==> config.mk <==
export PLATFORM = sky130hd
export DESIGN_NAME = led_mode_selector
export DESIGN_NICKNAME = d
export VERILOG_FILES = /design/src/rtl/led_pkg.sv /design/src/rtl/key_debounce.sv /design/src/rtl/led_mode_selector.sv
export SDC_FILE = /design/constraint.sdc
export NUM_CORES = 1
export LEC_CHECK = 0
export ABC_AREA = 1
export CORE_MARGIN = 10
export CORE_UTILIZATION = 50
export CTS_CLUSTER_DIAMETER = 100
export DETAILED_ROUTE_END_ITERATION = 12
export GPL_TIMING_DRIVEN = 0
export HOLD_SLACK_MARGIN = 0.06
export PLACE_DENSITY_LB_ADDON = 0.08
export SYNTH_ARGS = -nofsm -noshare
export SYNTH_HDL_FRONTEND = slang
export SYNTH_HIERARCHICAL = 1
export SYNTH_SLANG_ARGS = --single-unit
==> constraint.sdc <==
create_clock -name clk -period 5.6 [get_ports clk]
set_input_delay 0.56 -clock clk [delete_from_list [all_inputs] [get_ports clk]]
set_output_delay 0.56 -clock clk [all_outputs]
set_load 0.01 [all_outputs]
==> src/rtl/led_pkg.sv <==
// Shared constants and types for the LED mode selector and its key front end.
package led_pkg;

  localparam int unsigned LED_W              = 8;
  localparam int unsigned MODE_W             = 3;
  localparam int unsigned BASE_HZ            = 240000;
  localparam int unsigned DEBOUNCE_DEFAULT   = BASE_HZ / 50;  // 20 ms
  localparam int unsigned LONG_PRESS_DEFAULT = BASE_HZ * 2;   // 2 s

  typedef enum logic [1:0] {
    ST_IDLE    = 2'd0,
    ST_PRESSED = 2'd1,
    ST_LONG    = 2'd2
  } key_state_e;

  // Counter width able to hold 0..n-1, never narrower than one bit.
  function automatic int unsigned cnt_width(input int unsigned n);
    return (n <= 2) ? 1 : $clog2(n);
  endfunction

endpackage

==> src/rtl/key_debounce.sv <==
// Two-flop synchronizer plus level debounce for an active-low key; flags the
// accepted press and release edges for one cycle.
module key_debounce
  import led_pkg::*;
#(
  parameter int unsigned DEBOUNCE_CYCLES = DEBOUNCE_DEFAULT
) (
  input  logic clk,
  input  logic rst,
  input  logic key_n_i,
  output logic stable_o,
  output logic press_p_o,
  output logic release_p_o
);

  localparam int unsigned            CNT_W    = cnt_width(DEBOUNCE_CYCLES);
  localparam logic [CNT_W-1:0]       CNT_LAST = CNT_W'(DEBOUNCE_CYCLES - 1);

  logic             sync1_q, key_s_q;
  logic             stable_q, stable_d;
  logic [CNT_W-1:0] cnt_q, cnt_d;
  logic             flip;

  // NOTE: every output of an always_comb gets a default first, otherwise a
  // path that skips the assignment infers a latch.
  always_comb begin
    stable_d = stable_q;
    cnt_d    = cnt_q;
    flip     = 1'b0;
    if (key_s_q == stable_q) begin
      cnt_d = '0;
    end else if (cnt_q == CNT_LAST) begin
      flip     = 1'b1;
      stable_d = key_s_q;
      cnt_d    = '0;
    end else begin
      cnt_d = cnt_q + CNT_W'(1);
    end
  end

  // NOTE: state registers use non-blocking assignments so every flop samples
  // the pre-edge values, which keeps the synchronizer a true two-stage chain.
  always_ff @(posedge clk) begin
    if (rst) begin
      sync1_q  <= 1'b1;
      key_s_q  <= 1'b1;
      stable_q <= 1'b1;
      cnt_q    <= '0;
    end else begin
      sync1_q  <= key_n_i;
      key_s_q  <= sync1_q;
      stable_q <= stable_d;
      cnt_q    <= cnt_d;
    end
  end

  // The pulses are valid in the cycle before the flip edge, so a consumer
  // acts on the same edge that updates the stable level.
  assign stable_o    = stable_q;
  assign press_p_o   = flip & ~key_s_q;
  assign release_p_o = flip &  key_s_q;

endmodule

==> src/rtl/led_mode_selector.sv <==
// Cycles the active LED mode on short key presses, returns to mode 0 on a long
// press, and muxes the selected driver bus onto the board LEDs.
module led_mode_selector
  import led_pkg::*;
#(
  parameter int unsigned NUM_MODES       = 5,
  parameter int unsigned DEBOUNCE_CYCLES = DEBOUNCE_DEFAULT,
  parameter int unsigned LONG_PRESS      = LONG_PRESS_DEFAULT
) (
  input  logic                       clk,
  input  logic                       rst,
  input  logic                       key_n,
  input  logic [LED_W*NUM_MODES-1:0] mode_leds,
  output logic [LED_W-1:0]           led_out,
  output logic [MODE_W-1:0]          mode,
  output logic [NUM_MODES-1:0]       mode_en,
  output logic                       mode_changed
);

  localparam int unsigned        HOLD_W    = cnt_width(LONG_PRESS);
  localparam logic [HOLD_W-1:0]  HOLD_LAST = HOLD_W'(LONG_PRESS - 1);
  localparam logic [MODE_W-1:0]  MODE_LAST = MODE_W'(NUM_MODES - 1);

  logic key_stable, press_p, release_p;

  key_debounce #(
    .DEBOUNCE_CYCLES(DEBOUNCE_CYCLES)
  ) u_key_debounce (
    .clk        (clk),
    .rst        (rst),
    .key_n_i    (key_n),
    .stable_o   (key_stable),
    .press_p_o  (press_p),
    .release_p_o(release_p)
  );

  key_state_e             state_q, state_d;
  logic [HOLD_W-1:0]      hold_q, hold_d;
  logic [MODE_W-1:0]      mode_q, mode_d, mode_next;
  logic [NUM_MODES-1:0]   mode_en_q;
  logic [LED_W-1:0]       led_q, led_d, led_sel;
  logic                   changed_q, changed_d;

  assign mode_next = (mode_q == MODE_LAST) ? '0 : mode_q + MODE_W'(1);

  always_comb begin
    state_d = state_q;
    hold_d  = hold_q;
    mode_d  = mode_q;
    case (state_q)
      ST_IDLE: begin
        if (press_p) begin
          state_d = ST_PRESSED;
          hold_d  = '0;
        end
      end
      ST_PRESSED: begin
        if (release_p) begin
          state_d = ST_IDLE;
          mode_d  = mode_next;
        end else if (hold_q == HOLD_LAST) begin
          state_d = ST_LONG;
          mode_d  = '0;
        end else if (!key_stable) begin
          hold_d = hold_q + HOLD_W'(1);
        end
      end
      ST_LONG: begin
        if (release_p) state_d = ST_IDLE;
      end
      default: state_d = ST_IDLE;
    endcase
  end

  always_comb begin
    led_sel = '0;
    for (int m = 0; m < NUM_MODES; m++) begin
      if (mode_q == MODE_W'(m)) led_sel = mode_leds[m*LED_W +: LED_W];
    end
  end

  // A mode change blanks the LEDs for one frame before the new bus appears.
  assign changed_d = (mode_d != mode_q);
  assign led_d     = changed_d ? '0 : led_sel;

  always_ff @(posedge clk) begin
    if (rst) begin
      state_q   <= ST_IDLE;
      hold_q    <= '0;
      mode_q    <= '0;
      mode_en_q <= NUM_MODES'(1);
      led_q     <= '0;
      changed_q <= 1'b0;
    end else begin
      state_q   <= state_d;
      hold_q    <= hold_d;
      mode_q    <= mode_d;
      mode_en_q <= NUM_MODES'(1) << mode_d;
      led_q     <= led_d;
      changed_q <= changed_d;
    end
  end

  assign led_out      = led_q;
  assign mode         = mode_q;
  assign mode_en      = mode_en_q;
  assign mode_changed = changed_q;

endmodule

# After elaboration in Yosys (flattened, before gate mapping)
# Cells that the tools add are included.
dict set report op_classes {
  addsub 3
  eq_ne 16
  n_shift 1
  mux 21
  bitwise_logic 4
  n_reduce_logical 8
}
# operator n
set ops {}
lappend ops {{two-way mux 19 bit} 4}
lappend ops {{two-way mux 8 bit} 5}
lappend ops {{case mux 19 bit (2 select lines)} 1}
lappend ops {{adder 19 x 1 -> 19 bit, second input constant} 1}
lappend ops {{== test 19 bit, second input constant} 1}
lappend ops {{adder 13 x 1 -> 13 bit, second input constant} 1}
lappend ops {{== test 13 bit, second input constant} 1}
lappend ops {{two-way mux 3 bit} 4}
lappend ops {{!= test 2 bit, second input constant} 5}
lappend ops {{two-way mux 2 bit} 4}
lappend ops {{== test 3 x 2 -> 1 bit, second input constant} 2}
lappend ops {{case mux 2 bit (3 select lines)} 1}
lappend ops {{AND reduction 5 bit} 1}
lappend ops {{left shift 1 x 3 -> 5 bit, first input constant} 1}
lappend ops {{adder 3 x 1 -> 3 bit, second input constant} 1}
lappend ops {{== test 3 x 1 -> 1 bit, second input constant} 1}
lappend ops {{== test 3 bit, second input constant} 1}
lappend ops {{logical NOT 3 bit} 1}
lappend ops {{!= test 3 bit} 1}
lappend ops {{!= test 3 bit, second input constant} 1}
lappend ops {{AND reduction 3 bit} 1}
lappend ops {{OR reduction 3 bit} 1}
lappend ops {{bitwise AND 1 bit} 2}
lappend ops {{== test 2 x 1 -> 1 bit, second input constant} 1}
lappend ops {{other kinds (8)} 10}
dict set report totals {
  register_bits 54
  inputBits 43
  out_inout_bits 17
  elab_cells 63
}

# Longest topological paths before layout
# Gate-level depths: netlist of run 1.
dict set report depth {
  word_depth 8
  depth_mapped 13
  depth_no_buf 13
}

# Cells and area by module
# Netlist of run 1, hierarchy kept.
# mod n_inst cells_each area_each_um2 seq_area_each_um2
set modules_own_cells {}
lappend modules_own_cells {led_mode_selector 1 350 2383.5 760.7}
lappend modules_own_cells {key_debounce 1 102 767.0 320.3}

# Worst setup path before layout of run 1
# OpenSTA, ideal clock, no wires.
dict set report synth_timing {
  kind {register to register}
  start {register u_key_debounce.cnt_q[0]}
  end {register led_q[0] (netlist: led_out[0])}
  setup_time_ns 0.071
  t_arrival_ns 2.074
  required_time_ns 5.529
  setup_slack_ns 3.456
  path_stages_with_launch 11
  n_path_buf 0
  period_less_slack_ns 2.144
  path_cell_list {dfxtp_1 ha_1 nand3_2 nor2_4 nand3_4 nor2_1 nand3_1 or2_1 nand4_1 nand4_1 nor2_1}
}
dict set report synth_between {
  elab_chain_cells 8
}
# item line_no
set synth_lines {}
lappend synth_lines {{from (decl)} key_debounce.sv:21} ;# logic [CNT_W-1:0] cnt_q, cnt_d;
lappend synth_lines {{from (signal assigned)} key_debounce.sv:53} ;# cnt_q <= cnt_d;
lappend synth_lines {{== test 13 bit} key_debounce.sv:32} ;# end else if (cnt_q == CNT_LAST) begin
lappend synth_lines {{two-way mux 1 bit} key_debounce.sv:32}
lappend synth_lines {{two-way mux 1 bit} key_debounce.sv:30} ;# if (key_s_q == stable_q) begin
lappend synth_lines {{bitwise AND 1 bit} key_debounce.sv:61} ;# assign release_p_o = flip & key_s_q;
lappend synth_lines {{named net release_p} led_mode_selector.sv:24} ;# logic key_stable, press_p, release_p;
lappend synth_lines {{two-way mux 3 bit} led_mode_selector.sv:58} ;# if (release_p) begin
lappend synth_lines {{two-way mux 3 bit} led_mode_selector.sv:50} ;# case (state_q)
lappend synth_lines {{!= test 3 bit} led_mode_selector.sv:83} ;# assign changed_d = (mode_d != mode_q);
lappend synth_lines {{OR reduction 2 bit (no source line)} --}
lappend synth_lines {{to (signal assigned)} led_mode_selector.sv:99} ;# led_q <= led_d;
lappend synth_lines {{to (decl)} led_mode_selector.sv:41} ;# logic [LED_W-1:0] led_q, led_d, led_sel;
# The timed path passes the listed nets, and every way through them passes these cells.
# A chain may end at the register's enable or synchronous reset.

# Worst setup path after layout of run 1
dict set report layout_timing {
  start {register u_key_debounce.cnt_q[0]}
  end {register led_q[2] (netlist: led_out[2])}
}
# Same word-level chain as after synthesis.

==> results.md, run 1 <==
- Pre-CTS setup slack: 2980 ps
- Sw Pwr: 0.150 mW
- PnR worst setup slack: 2950 ps
- Req. time, crit path: 5840 ps
- Rel. slew slack: 0.596
- Netlist Area Pre-Place: 0.00315 mm^2
- Min Tclk post-route: 2650 ps
- Hold crit path type: register to register
- Worst r2r src: u_key_debounce/cnt_q[0]
- Placer congestion estimate: 0.932
- Clock network power share: 0.373
- Cell Count, Final, Fillers Out: 593
- Sink Count: 54
- Pwr dens: 179 mW/mm^2
- Share of the synthesized area in the top cell type: 0.343
- Crit Reg-Reg Endpoint: led_out[2]
- Io pins: 60
- Mapped Cells: 452
- Critical path startpoint: u_key_debounce/cnt_q[0]
- Hold_buf cts: 0
- Yosys Warn Count: 6
- Avg Synthesized Cell Area: 6.97 um^2
- Post-synth cell types: 37
- Clk buf depth: 2
- IO buf count: 59
- Top Layer Used: met4
- Drt initial violations: 128
- Max-slew violation count: 0
- Starting density of the core: 0.523
- # Post-CTS Setup Buffers: 0
- Number of routed nets with antenna violations: 0
- Fin Setup TNS: 0 ps
- Core Area: 0.00603 mm^2
- Switching Share: 0.213
- Final Skew: 9.66 ps
- Seq cells post-synth: 54
- Cell chosen for the clock root: clkbuf_8
- Initial antenna violation count: 0
- Nets: 568
- Worst setup path endpoint: led_out[2]
- Total GRT Usage: 0.162
- Drt drc: 0
- CP Class: register to register
- Worst-path clk slew: 100 ps
- Critical path fanouts, max: 8
- VDD IR max: 0.165 mV
- Syn Nets: 502
- Detail Route met2 WL: 3560 um
- Die Y: 99.4 um
- Largest net degree at the start of global routing: 17
- Final period util: 0.473
- Synth area leaders: dfxtp_1 34%, nand2_1 13%, nor2_1 8.1%
- Worst-Margin Slew: 606 ps
- H-tree Lvls: 2
- Internal power: 0.556 mW
- Sequential share of the synthesized area: 0.343
- Fmax: 0.378 GHz
- Post-synth top area cell: dfxtp_1
- TritonCTS buffer count: 5
- Vias in the first global route: 2892
- FP Rows: 28
- First-pass iteration count of the detailed router: 4
- Max Cap Viol: 0
- Reg2reg path depth: 10
- CTS tree: built
- Full die area: 0.00988 mm^2
- RSZ-0062 raised after global routing: false
- WL met3: 503 um
- Combinational Power Share: 0.076
- Vias per cell: 5.16
- Crit path DAT: 2890 ps
- Routed WL: 8020 um
- DRT met1 WL: 3840 um
- Skew-Pair Late Insertion Delay: 310 ps
- First-pass GRT wire length: 13600 um
- Via count: 3058
- Endpoints failing setup: 0
- N_diodes: 0
- Critical Path Sink Type: register
- Post_cts resized: 0
- Startpoint Class: register
- Routed wire length per instance: 13.5 um
- Area growth from synthesis to layout: 25.1%
- HPWL after DPL: 6160 um
- Final hold vios: 0
- Layout cell share with drive strength beyond 1: 0.0888
- Die Wd: 99.4 um
- P_leak: 1.39 nW
- Placed cell count: 586
- Status: completed
- R2R Setup Slk: 2950 ps
- Aggregate global routing overflow: 0
- Flop pwr share: 0.551
-- final cells by class --
class	instances	area (um^2)
buffer	12	85.1
sequential	54	1080
tap	75	93.8
fill	537	2080
multi-input combinational	345	1830
clock buffer	5	68.8
inverter	41	154
timing repair buffer	59	591
clock inverter	2	38.8
-- critical path, stage by stage, from the launching register on --
cell     delay (ps)
dfxtp_1         380
ha_1            240
nand3_2         130
nor2_4          190
nand3_4         110
nor2_1          450
nand3_1         180
or2_1           270
nand4_1         110
nand4_1         320
nor2_1          200
-- kinds of logic (layout without fill, tap and decap cells) --
family,Yosys count,after routing,synth area share
AOI/OAI and AO/OA,50,50,0.0953
xor gates and xnor gates,18,18,0.0500
adders and majority gates,7,7,0.0278
buffers and inverters,53,119,0.0759
DFF,54,54,0.343
and+or+nand+nor,270,270,0.408
-- flip-flops by register name, indices dropped and copies added, names as in the netlist --
register / count
mode: 3
u_key_debounce/stable_o: 1
u_key_debounce/key_s_q: 1
state_q: 2
mode_changed: 1
u_key_debounce/sync1_q: 1
led_out: 8
u_key_debounce/cnt_q: 13
mode_en: 5
hold_q: 19
-- layout by cell type, fill, tap and decap left out, drive strengths merged --
master and n:
nand3 54, inv 41, buf 7, xnor2 7, nor3 8, ha 7
nand3b 2, nor2 73, clkdlybuf4s50 59, xor2 11, a22oi 2, o21ai 12
or2 6, nand2 115, nor3b 1, bufinv 1, clkinv 1, and3 1
o211ai 8, dfxtp 54, clkbuf 10, a21oi 28, nand4 10
-- cell usage after synthesis, drive strengths merged --
library cell	instances
nand2	115
o211ai	8
a22oi	2
nand4	10
nand3b	2
or2	6
nand3	54
nor2	73
a21oi	28
nor3	8
inv	41
nor3b	1
dfxtp	54
ha	7
xor2	11
and3	1
o21ai	12
clkbuf	5
buf	7
xnor2	7
-- stage by stage --
step	hold slack [ps]	total power [mW]	cell area [um^2]	utilization
after floorplan	389	0.412	3150	-
after CTS	428	0.710	3940	0.654
after global routing	455	0.728	3940	0.654
after global placement	400	0.451	3830	0.636
final	425	0.706	3940	0.654
after detailed placement	401	0.452	3830	0.636
-- power by group through the flow --
| stage | Combinational [mW] | Sequential (mW) | Clock (mW) |
|---|---|---|---|
| 6_report | 0.0539 | 0.389 | 0.263 |
| 3_3_place_gp | 0.0530 | 0.398 | 0 |
| 2_1_floorplan | 0.0129 | 0.399 | 0 |
| 3_5_place_dp | 0.0537 | 0.398 | 0 |
| 4_1_cts | 0.0541 | 0.389 | 0.267 |
| 5_1_grt | 0.0588 | 0.390 | 0.280 |
-- worst min-delay path by stage --
stage | startpoint | to | slack [ps] | cells past startpoint
2_1_floorplan | u_key_debounce/sync1_q | u_key_debounce/key_s_q | 390 | 1
3_3_place_gp | u_key_debounce/sync1_q | u_key_debounce/key_s_q | 400 | 1
3_5_place_dp | u_key_debounce/sync1_q | u_key_debounce/key_s_q | 400 | 1
4_1_cts | u_key_debounce/sync1_q | u_key_debounce/key_s_q | 430 | 1
5_1_grt | u_key_debounce/sync1_q | u_key_debounce/key_s_q | 460 | 1
6_report | u_key_debounce/sync1_q | u_key_debounce/key_s_q | 420 | 1
-- routing by layer --
layer	vias to the layer above	GRT usage
li1	1599	-
met2	79	0.265
met5	-	0
met4	0	0.0529
met3	11	0.0408
met1	1369	0.202
No activity file was read; power rests on OpenSTA's default activity.
==> inputs of run 2 (changes only) <==
- clock period: 5.6 -> 2.8 ns (I/O delays scaled with it)
==> results.md, run 2 (synthesis results as in run 1) <==
- # Post-CTS Setup Buffers: 0 (unchanged)
- Commonest non-fill, non-tap cell in the layout: nand2_1 (unchanged)
- Hold path depth: 1 (unchanged)
- Fmax: 0.405 GHz (was 0.378 GHz)
- Final hold vios: 0 (unchanged)
- Worst-path clk slew: 100 ps (about the same)
- Largest Register: hold_q (unchanged)
- R2R Setup Slk: 330 ps (was 2950 ps)
- Final period util: 0.882 (was 0.473)
- Flop pwr share: 0.552 (was 0.551)
- Internal power: 1.11 mW (was 0.556 mW)
- Critical path fanouts, max: 8 (unchanged)
- FP Rows: 28 (unchanged)
- Nets: 568 (unchanged)
- Cell Count, Final, Fillers Out: 593 (unchanged)
- N_diodes: 0 (unchanged)
- Clock network power share: 0.372 (was 0.373)
- H-tree Lvls: 2 (unchanged)
- Clk buf depth: 2 (unchanged)
- HP Start: u_key_debounce/sync1_q (unchanged)
- Rel. slew slack: 0.598 (was 0.596)
- Placer congestion estimate: 0.932 (unchanged)
- Layout cell share with drive strength beyond 1: 0.0907 (was 0.0888)
- Core Area: 0.00603 mm^2 (unchanged)
- Placed cell count: 586 (unchanged)
- Full die area: 0.00988 mm^2 (unchanged)
- Routed WL: 8040 um (was 8020 um)
- Initial antenna violation count: 0 (unchanged)
- P_leak: 1.39 nW (about the same)
- Combinational Power Share: 0.076 (about the same)
- Starting density of the core: 0.523 (unchanged)
- Routed wire length per instance: 13.6 um (was 13.5 um)
- Pwr dens: 358 mW/mm^2 (was 179 mW/mm^2)
- Status: completed (unchanged)
- Crit path DAT: 2710 ps (was 2890 ps)
- Hold crit path type: register to register (unchanged)
- Worst r2r src: u_key_debounce/cnt_q[0] (unchanged)
- Cell chosen for the clock root: clkbuf_8 (unchanged)
- Vias in the first global route: 2892 (unchanged)
- Largest net degree at the start of global routing: 17 (unchanged)
- Min Tclk post-route: 2470 ps (was 2650 ps)
- Final Skew: 8.32 ps (was 9.66 ps)
- Critical Path Sink Type: register (unchanged)
- Most frequent cells in the layout: 112 x nand2_1, 67 x nor2_1, 59 x clkdlybuf4s50_1 (was 112 x nand2_1, 68 x nor2_1, 59 x clkdlybuf4s50_1)
- First-pass iteration count of the detailed router: 4 (unchanged)
- Sink Count: 54 (unchanged)
- Die Wd: 99.4 um (unchanged)
- Area growth from synthesis to layout: 25.2% (was 25.1%)
- Fin Setup TNS: 0 ps (unchanged)
- IO buf count: 59 (unchanged)
- VDD IR max: 0.332 mV (was 0.165 mV)
- Total GRT Usage: 0.162 (unchanged)
- Max-slew violation count: 0 (unchanged)
- Max reg flops: 19 (unchanged)
- Req. time, crit path: 3040 ps (was 5840 ps)
- Die Y: 99.4 um (unchanged)
- Worst-Margin Slew: 604 ps (was 606 ps)
- Switching Share: 0.212 (was 0.213)
- RSZ-0062 raised after global routing: false (unchanged)
- HPWL after DPL: 6160 um (unchanged)
- Drt initial violations: 139 (was 128)
- Crit Reg-Reg Endpoint: led_out[2] (unchanged)
- Vias per cell: 5.13 (was 5.16)
- Reg2reg path depth: 10 (unchanged)
- Number of routed nets with antenna violations: 0 (unchanged)
- First-pass GRT wire length: 13600 um (unchanged)
- CTS tree: built (unchanged)
- Sw Pwr: 0.299 mW (was 0.150 mW)
- Aggregate global routing overflow: 0 (unchanged)
- Max Cap Viol: 0 (unchanged)
- Startpoint Class: register (unchanged)
- TritonCTS buffer count: 5 (unchanged)
- Io pins: 60 (unchanged)
- Hold EP: u_key_debounce/key_s_q (unchanged)
- CP Class: register to register (unchanged)
- Endpoints failing setup: 0 (unchanged)
- Drt drc: 0 (unchanged)
- Skew-Pair Late Insertion Delay: 310 ps (about the same)
- Via count: 3043 (was 3058)
-- run 2: cell counts in the layout (fill, tap and decap cells not counted) --
Identical to the previous run, type by type.
-- run 2: routing by layer --
layer	GRT usage	part of all wire	vias up
met5	0	0	-
met4	0.0529	0.011	0
met3	0.0408	0.074	8
met2	0.265	0.45	80
met1	0.202	0.47	1358
li1	-	-	1597
-- run 2: repair_timing --
action	4_1_cts	5_1_grt
hold buffers	0	0
resized for setup	0	1
endpoints found under the setup margin	0	8
-- run 2: stage by stage --
step / power (mW) / setup slack, ps / hold WS [ps] / utilization / instance area (um^2)
final: 1.41 / 331 / 425 / 0.655 / 3950
after global routing: 1.46 / 30.0 / 455 / 0.655 / 3950
after detailed placement: 0.903 / 181 / 401 / 0.636 / 3830
after global placement: 0.902 / 249 / 400 / 0.636 / 3830
after floorplan: 0.825 / 656 / 364 / - / 3150
after CTS: 1.42 / 152 / 428 / 0.654 / 3940
-- run 2: worst max path at each step --
stage | start | depth (start not counted) | end
CTS | u_key_debounce/cnt_q[0] | 10 | led_out[3]
global placement | u_key_debounce/cnt_q[0] | 10 | led_out[6]
floorplan | u_key_debounce/cnt_q[0] | 10 | led_out[0]
detailed placement | u_key_debounce/cnt_q[0] | 10 | led_out[3]
finish | u_key_debounce/cnt_q[0] | 10 | led_out[2]
global route | u_key_debounce/cnt_q[0] | 10 | led_out[3]
-- run 2: cell type report --
class                      count  area [um^2]
fill                         535         2080
multi-input combinational    345         1830
sequential                    54         1080
timing repair buffer          59          591
inverter                      41          154
tap                           75         93.8
buffer                        12         85.1
clock buffer                   5         68.8
clock inverter                 2         38.8
-- run 2: critical path, cell delays in order (launching register included) --
cell and delay (ps):
dfxtp_1 380, ha_1 240, nand3_2 140, nor2_4 190, nand3_4 110, nor2_2 310, nand3_1 150, or2_1 250
nand4_1 110, nand4_1 320, nor2_1 200
-- run 2: power by group through the flow --
stage	combinational, mW	clock (mW)	sequential, mW
finish	0.108	0.525	0.778
floorplan	0.0257	0	0.799
CTS	0.108	0.533	0.778
global route	0.118	0.559	0.779
detailed placement	0.107	0	0.796
global placement	0.106	0	0.796
==> variant 1, RTL diff (config.mk and constraints of run 2) <==
Take the reset off `hold_q` and load it in a clocked block of its own.
--- a/src/rtl/led_mode_selector.sv
+++ b/src/rtl/led_mode_selector.sv
@@ -87,5 +87,4 @@
     if (rst) begin
       state_q   <= ST_IDLE;
-      hold_q    <= '0;
       mode_q    <= '0;
       mode_en_q <= NUM_MODES'(1);
@@ -94,5 +93,4 @@
     end else begin
       state_q   <= state_d;
-      hold_q    <= hold_d;
       mode_q    <= mode_d;
       mode_en_q <= NUM_MODES'(1) << mode_d;
@@ -100,4 +98,8 @@
       changed_q <= changed_d;
     end
+  end
+
+  always_ff @(posedge clk) begin
+    hold_q <= hold_d;
   end
 
Formal check against the unedited RTL: no difference found for any inputs over 10 cycles, from zero or initial values and one cycle with rst high; that may be too few to reach the edited logic, so the function may still have changed.
==> variant 1 against run 2 <==
Total power grew 5.8%; critical endpoint is now hold_q[14]; clock power shrank 13%; clock skew shrank 0.0022 ns; sequential cell count is the same; largest power group unchanged; worst setup slack lost 0.071 ns; final area shrank 4.3%; highest routed layer unchanged; synthesized area shrank 4.9%; wire length shrank 16%.
==> variant 1: results (changes against run 2) <==
Status
The run finished with clean final reports.

Logic synthesis
Sorting the synthesized cells by how often they occur yields 77 x nand2_1, 51 x nor2_1, 44 x inv_1, 35 x dfxtp_1, 34 x nand3_1. In the post-synthesis netlist, the biggest area contributors are dfxtp_1 23%, edfxtp_1 19%, nand2_1 9.6%. The cell count after synthesis is 386 (-15%).

The synthesized net count is 436 (-13%). The top-area cell type share of the netlist area is 0.2339 (-0.1092). The distinct cell type count after synthesis is 44 (+19%).

The number of enable flip-flop cells after synthesis was 19 (+19). The share of flip-flops with an asynchronous set or reset was 0 (unchanged). The sequential cell area fraction in the yosys report was 0.4244 (+0.08126).

Pwr
The internal power of the cells is 1140 uW (+2.6%). The sequential group share of total power is 0.576 (+0.024). The static leakage power came to 0.001468 uW (+5.6%). The power density normalized to cell area is 395.4 nW/um2 (+11%). The peak supply drop is 0.3717 mV (+12%).

The share of total power in the clock network is 0.307 (-0.065).

Worst setup path
The worst register-to-register path ends at hold_q[14]. The maximum single-stage delay on the critical path is 0.42 ns (+0.04 ns). The number of cells on the worst reg-to-reg path came to 9 (-1). The worst reg-to-reg setup slack was 0.26 ns (-0.07 ns).

The top fanout value on the critical path was 19 (+11). The data arrival time of the worst path is 2.55 ns (-0.16 ns). The largest individual stage delay along the critical path comes from the cell nor2_1.

Detailed routing
The number of optimization iterations in the first detailed-route pass was 6 (+2). The violation count after the first detailed-route iteration came to 116 (-17%). The detailed-route wire length on metal 1 is 3.055 mm (-19%).

The detailed router used layers up to and including met4. The length of routed met2 wiring is 3.400 mm (-5.7%). The total routed wirelength was 6.773 mm (-16%). The routed wire length per instance is 12.83 um (-5.4%). The number of vias per cell is 5.089 (-0.83%).

The met3 routed wirelength is 236 um (-60%).

Global route
The met3 track demand over resource in global routing came to 0.03201 (-0.008825). The pin count of the biggest net entering global routing is 20 (+3). The first-pass GRT wire length was 11.55 mm (-15%). The number of global-route vias before repair came to 2496 (-14%). The global-route met2 utilization is 0.2402 (-0.02487).

STA
The worst slack on hold paths was 0.4224 ns (-0.002183 ns). The headroom to the max-slew limit is 0.6467 (+0.04910). The largest clock skew in the final design was 0.006108 ns (-0.002212 ns).

Placement
The final weighted congestion in routability-driven placement is 0.8462 (-9.2%). The HPWL after detailed placement is 5.503 mm (-11%). The post-place setup slack is 0.2842 ns (+0.1034 ns).

The total instance count after detailed placement is 520 (-11%).

Final layout
The proportion of layout cells with a drive suffix above 1 is 0.09272 (+0.001982). The number of nets in the final layout came to 502 (-12%).
variant 1: cell count changes after synthesis, sizes merged, moves of 4 or more:
cell and change:
o21ai +7, edfxtp +19, dfxtp -19, nand2 -28, nand3 -16, xor2 -9, clkbuf -4, nor2 -18
inv +5, nand4 +4, xnor2 -4, a21oi -9
variant 1: worst reg2reg max path, stage by stage, from the launching register on:
cell and delay (ns):
dfxtp_1 0.39, ha_1 0.24, nand3_2 0.13, nor2_4 0.18
nand3_4 0.11, nor2_1 0.42, inv_1 0.20, nand2_4 0.15
nand2_4 0.07, and3_2 0.34
variant 1: kinds of logic (layout without fill, tap and decap cells):
family / count (synthesis) / after routing / share of synthesized area
and+or+nand+nor: 216 / 216 / 0.3601
adders and majority gates: 7 / 7 / 0.02924
AOI/OAI and AO/OA: 51 / 51 / 0.1007
xor gates and xnor gates: 5 / 5 / 0.01462
DFF: 54 / 54 / 0.4244
buffers and inverters: 53 / 120 / 0.07101
variant 1: area by class of cell:
cell class / instances / area, um2
plain buffers: 6 / 35.03
clock buffers: 7 / 86.33
clock inverters: 1 / 8.758
fillers: 512 / 2111
inverters: 47 / 177.7
multi-input cells: 279 / 1511
flip-flops and latches: 54 / 1271
well taps: 75 / 93.84
repair buffers: 59 / 590.6
variant 1: worst max path at each step:
stage / start / end / slack, ns / cells after the start
final: u_key_debounce/cnt_q[0] / hold_q[14] / 0.26 / 9
after global routing: u_key_debounce/cnt_q[0] / hold_q[14] / 0.05 / 9
after CTS: u_key_debounce/cnt_q[0] / hold_q[14] / 0.27 / 9
after detailed placement: u_key_debounce/cnt_q[0] / hold_q[4] / 0.28 / 9
after global placement: u_key_debounce/cnt_q[0] / hold_q[4] / 0.35 / 9
after floorplan: u_key_debounce/cnt_q[0] / hold_q[0] / 0.66 / 9
==> variant 2, RTL diff (config.mk and constraints of run 2) <==
Made on the original files. Set the package constant `MODE_W` to 6 (it was 3).
--- a/src/rtl/led_pkg.sv
+++ b/src/rtl/led_pkg.sv
@@ -3,5 +3,5 @@
 
   localparam int unsigned LED_W              = 8;
-  localparam int unsigned MODE_W             = 3;
+  localparam int unsigned MODE_W             = 6;
   localparam int unsigned BASE_HZ            = 240000;
   localparam int unsigned DEBOUNCE_DEFAULT   = BASE_HZ / 50;  // 20 ms
Ports: changed (resized mode); port bits go from 60 to 63. No check against the original RTL was run, so the function may have changed too.
==> variant 2 against run 2 <==
Total power rose by 30%; synthesized area rose by 6.4%; die area rose by 5.1%; sequential cell count rose by 3; maximum frequency rose by 1.1%; worst setup slack improved by 0.026 ns; wire length rose by 14%; clock skew fell by 0.0024 ns; sequential power rose by 5.7%; final area rose by 9.2%; critical endpoint is now led_out[5]; largest cell class unchanged.
==> variant 2: results (changes against run 2) <==
Logic synthesis
The cell count after synthesis is 487 (+7.7%). The sequential cell area fraction in the yosys report came to 0.3403 (-0.002831). The xor and xnor area share after synthesis came to 0.02612 (-0.02392). The distinct cell type count after synthesis is 45 (+22%). The adder-cell share of the synthesized area is 0.02239 (-0.005412). The fraction of the mapped netlist area in compound gates is 0.1481 (+0.05282). By count the netlist is led by 103 x nand2_1, 69 x nor2_1, 57 x dfxtp_1, 49 x inv_1, 35 x a21oi_1. By area the synthesized netlist is led by dfxtp_1 34%, nand2_1 12%, nor2_1 7.7%.

Final layout
The count of fill cells added during filler insertion is 588 (+9.9%). The fraction of area in multi-input gates is 0.4512 (-0.01345). The layout multi-input combinational cell count is 363 (+5.2%). The final-layout clock-cell area share is 0.05317 (+0.02589).

The number of nets in the final layout was 609 (+7.2%). The count of placed standard cells in the final layout, fillers left out is 642 (+8.3%). The non-clock inverter total of the final layout is 56 (+37%). The area used by sequential logic in the layout is 1141 um2 (+5.6%). The proportion of layout cells with a drive suffix above 1 was 0.1150 (+0.02431). The number of clock-tree buffers in the layout is 11 (+6).

Detailed routing
The total routed wirelength is 9.168 mm (+14%). The detailed-route wire length on metal 1 is 3.906 mm (+4.2%). The violation count after the first detailed-route iteration is 134 (-3.6%).

The length of routed met2 wiring was 4.582 mm (+27%). The number of optimization iterations in the first detailed-route pass is 5 (+1).

Global route
The total routing usage reported by global routing is 0.1783 (+0.01651). The first-pass GRT wire length was 15.04 mm (+11%). The number of global-route vias before repair was 3264 (+13%). The pin count of the biggest net entering global routing is 11 (-6).

Clocking
The number of H-tree levels came to 3 (+1).

STA
The largest clock skew in the final design was 0.005962 ns (-0.002357 ns). The transition time at the pin with the least slew margin came to 0.5126 ns (-0.09099 ns).

Placement
The final weighted congestion in routability-driven placement is 0.9186 (-1.5%). The HPWL after detailed placement is 7.117 mm (+16%).

Status
The run finished with clean final reports.

Pwr
The static leakage power came to 0.001631 uW (+17%).
==> variant 2: changes by cell type after synthesis, moves of 9 or more <==
cell and change:
a21oi_1 +11, inv_1 +10, nand2_1 -9, nand3_1 -11, o21ai_0 +10
==> variant 2: worst register-to-register path, stage by stage, from the launching register on <==
cell and delay [ns]:
dfxtp_1 0.38, ha_1 0.24, nand3_2 0.14, nor2_4 0.20, nand3_4 0.12, nor2_4 0.20
inv_1 0.14, nor2_4 0.21, o211ai_1 0.14, nand3_1 0.11, inv_1 0.05, a21oi_2 0.16
nand4_4 0.16, nor2_1 0.12
==> variant 2: routing by layer <==
metal	vias to the layer above	GRT usage
met4	0	0.06833
met3	14	0.03914
li1	1763	-
met1	1585	0.2117
met5	-	0
met2	91	0.3082
==> variant 2: path summary, 6_finish.rpt <==
path                                 from                      to  slack (ns)  cells after the start
setup reg to reg  u_key_debounce/cnt_q[0]              led_out[5]        0.36                     13
hold reg to reg    u_key_debounce/sync1_q  u_key_debounce/key_s_q        0.41                      1
setup / recovery  u_key_debounce/cnt_q[0]              led_out[5]        0.36                     13
hold / removal     u_key_debounce/sync1_q  u_key_debounce/key_s_q        0.41                      1
==> variant 2: per-stage QoR <==
stage / area [um2] / total power (uW) / worst slack [ns] / util
after floorplan: 3353 / 874.0 / 0.5773 / -
after CTS: 4299 / 1843 / 0.08532 / 0.6694
final: 4307 / 1832 / 0.3577 / 0.6706
after global routing: 4307 / 1878 / 0.1029 / 0.6706
after global placement: 4070 / 955.4 / 0.1515 / 0.6337
after detailed placement: 4070 / 956.8 / 0.1123 / 0.6337
==> variant 2: report_power, final <==
group	switching [uW]	internal (uW)
combinational	40.0	75.8
clock	349	546
sequential	2.51	819
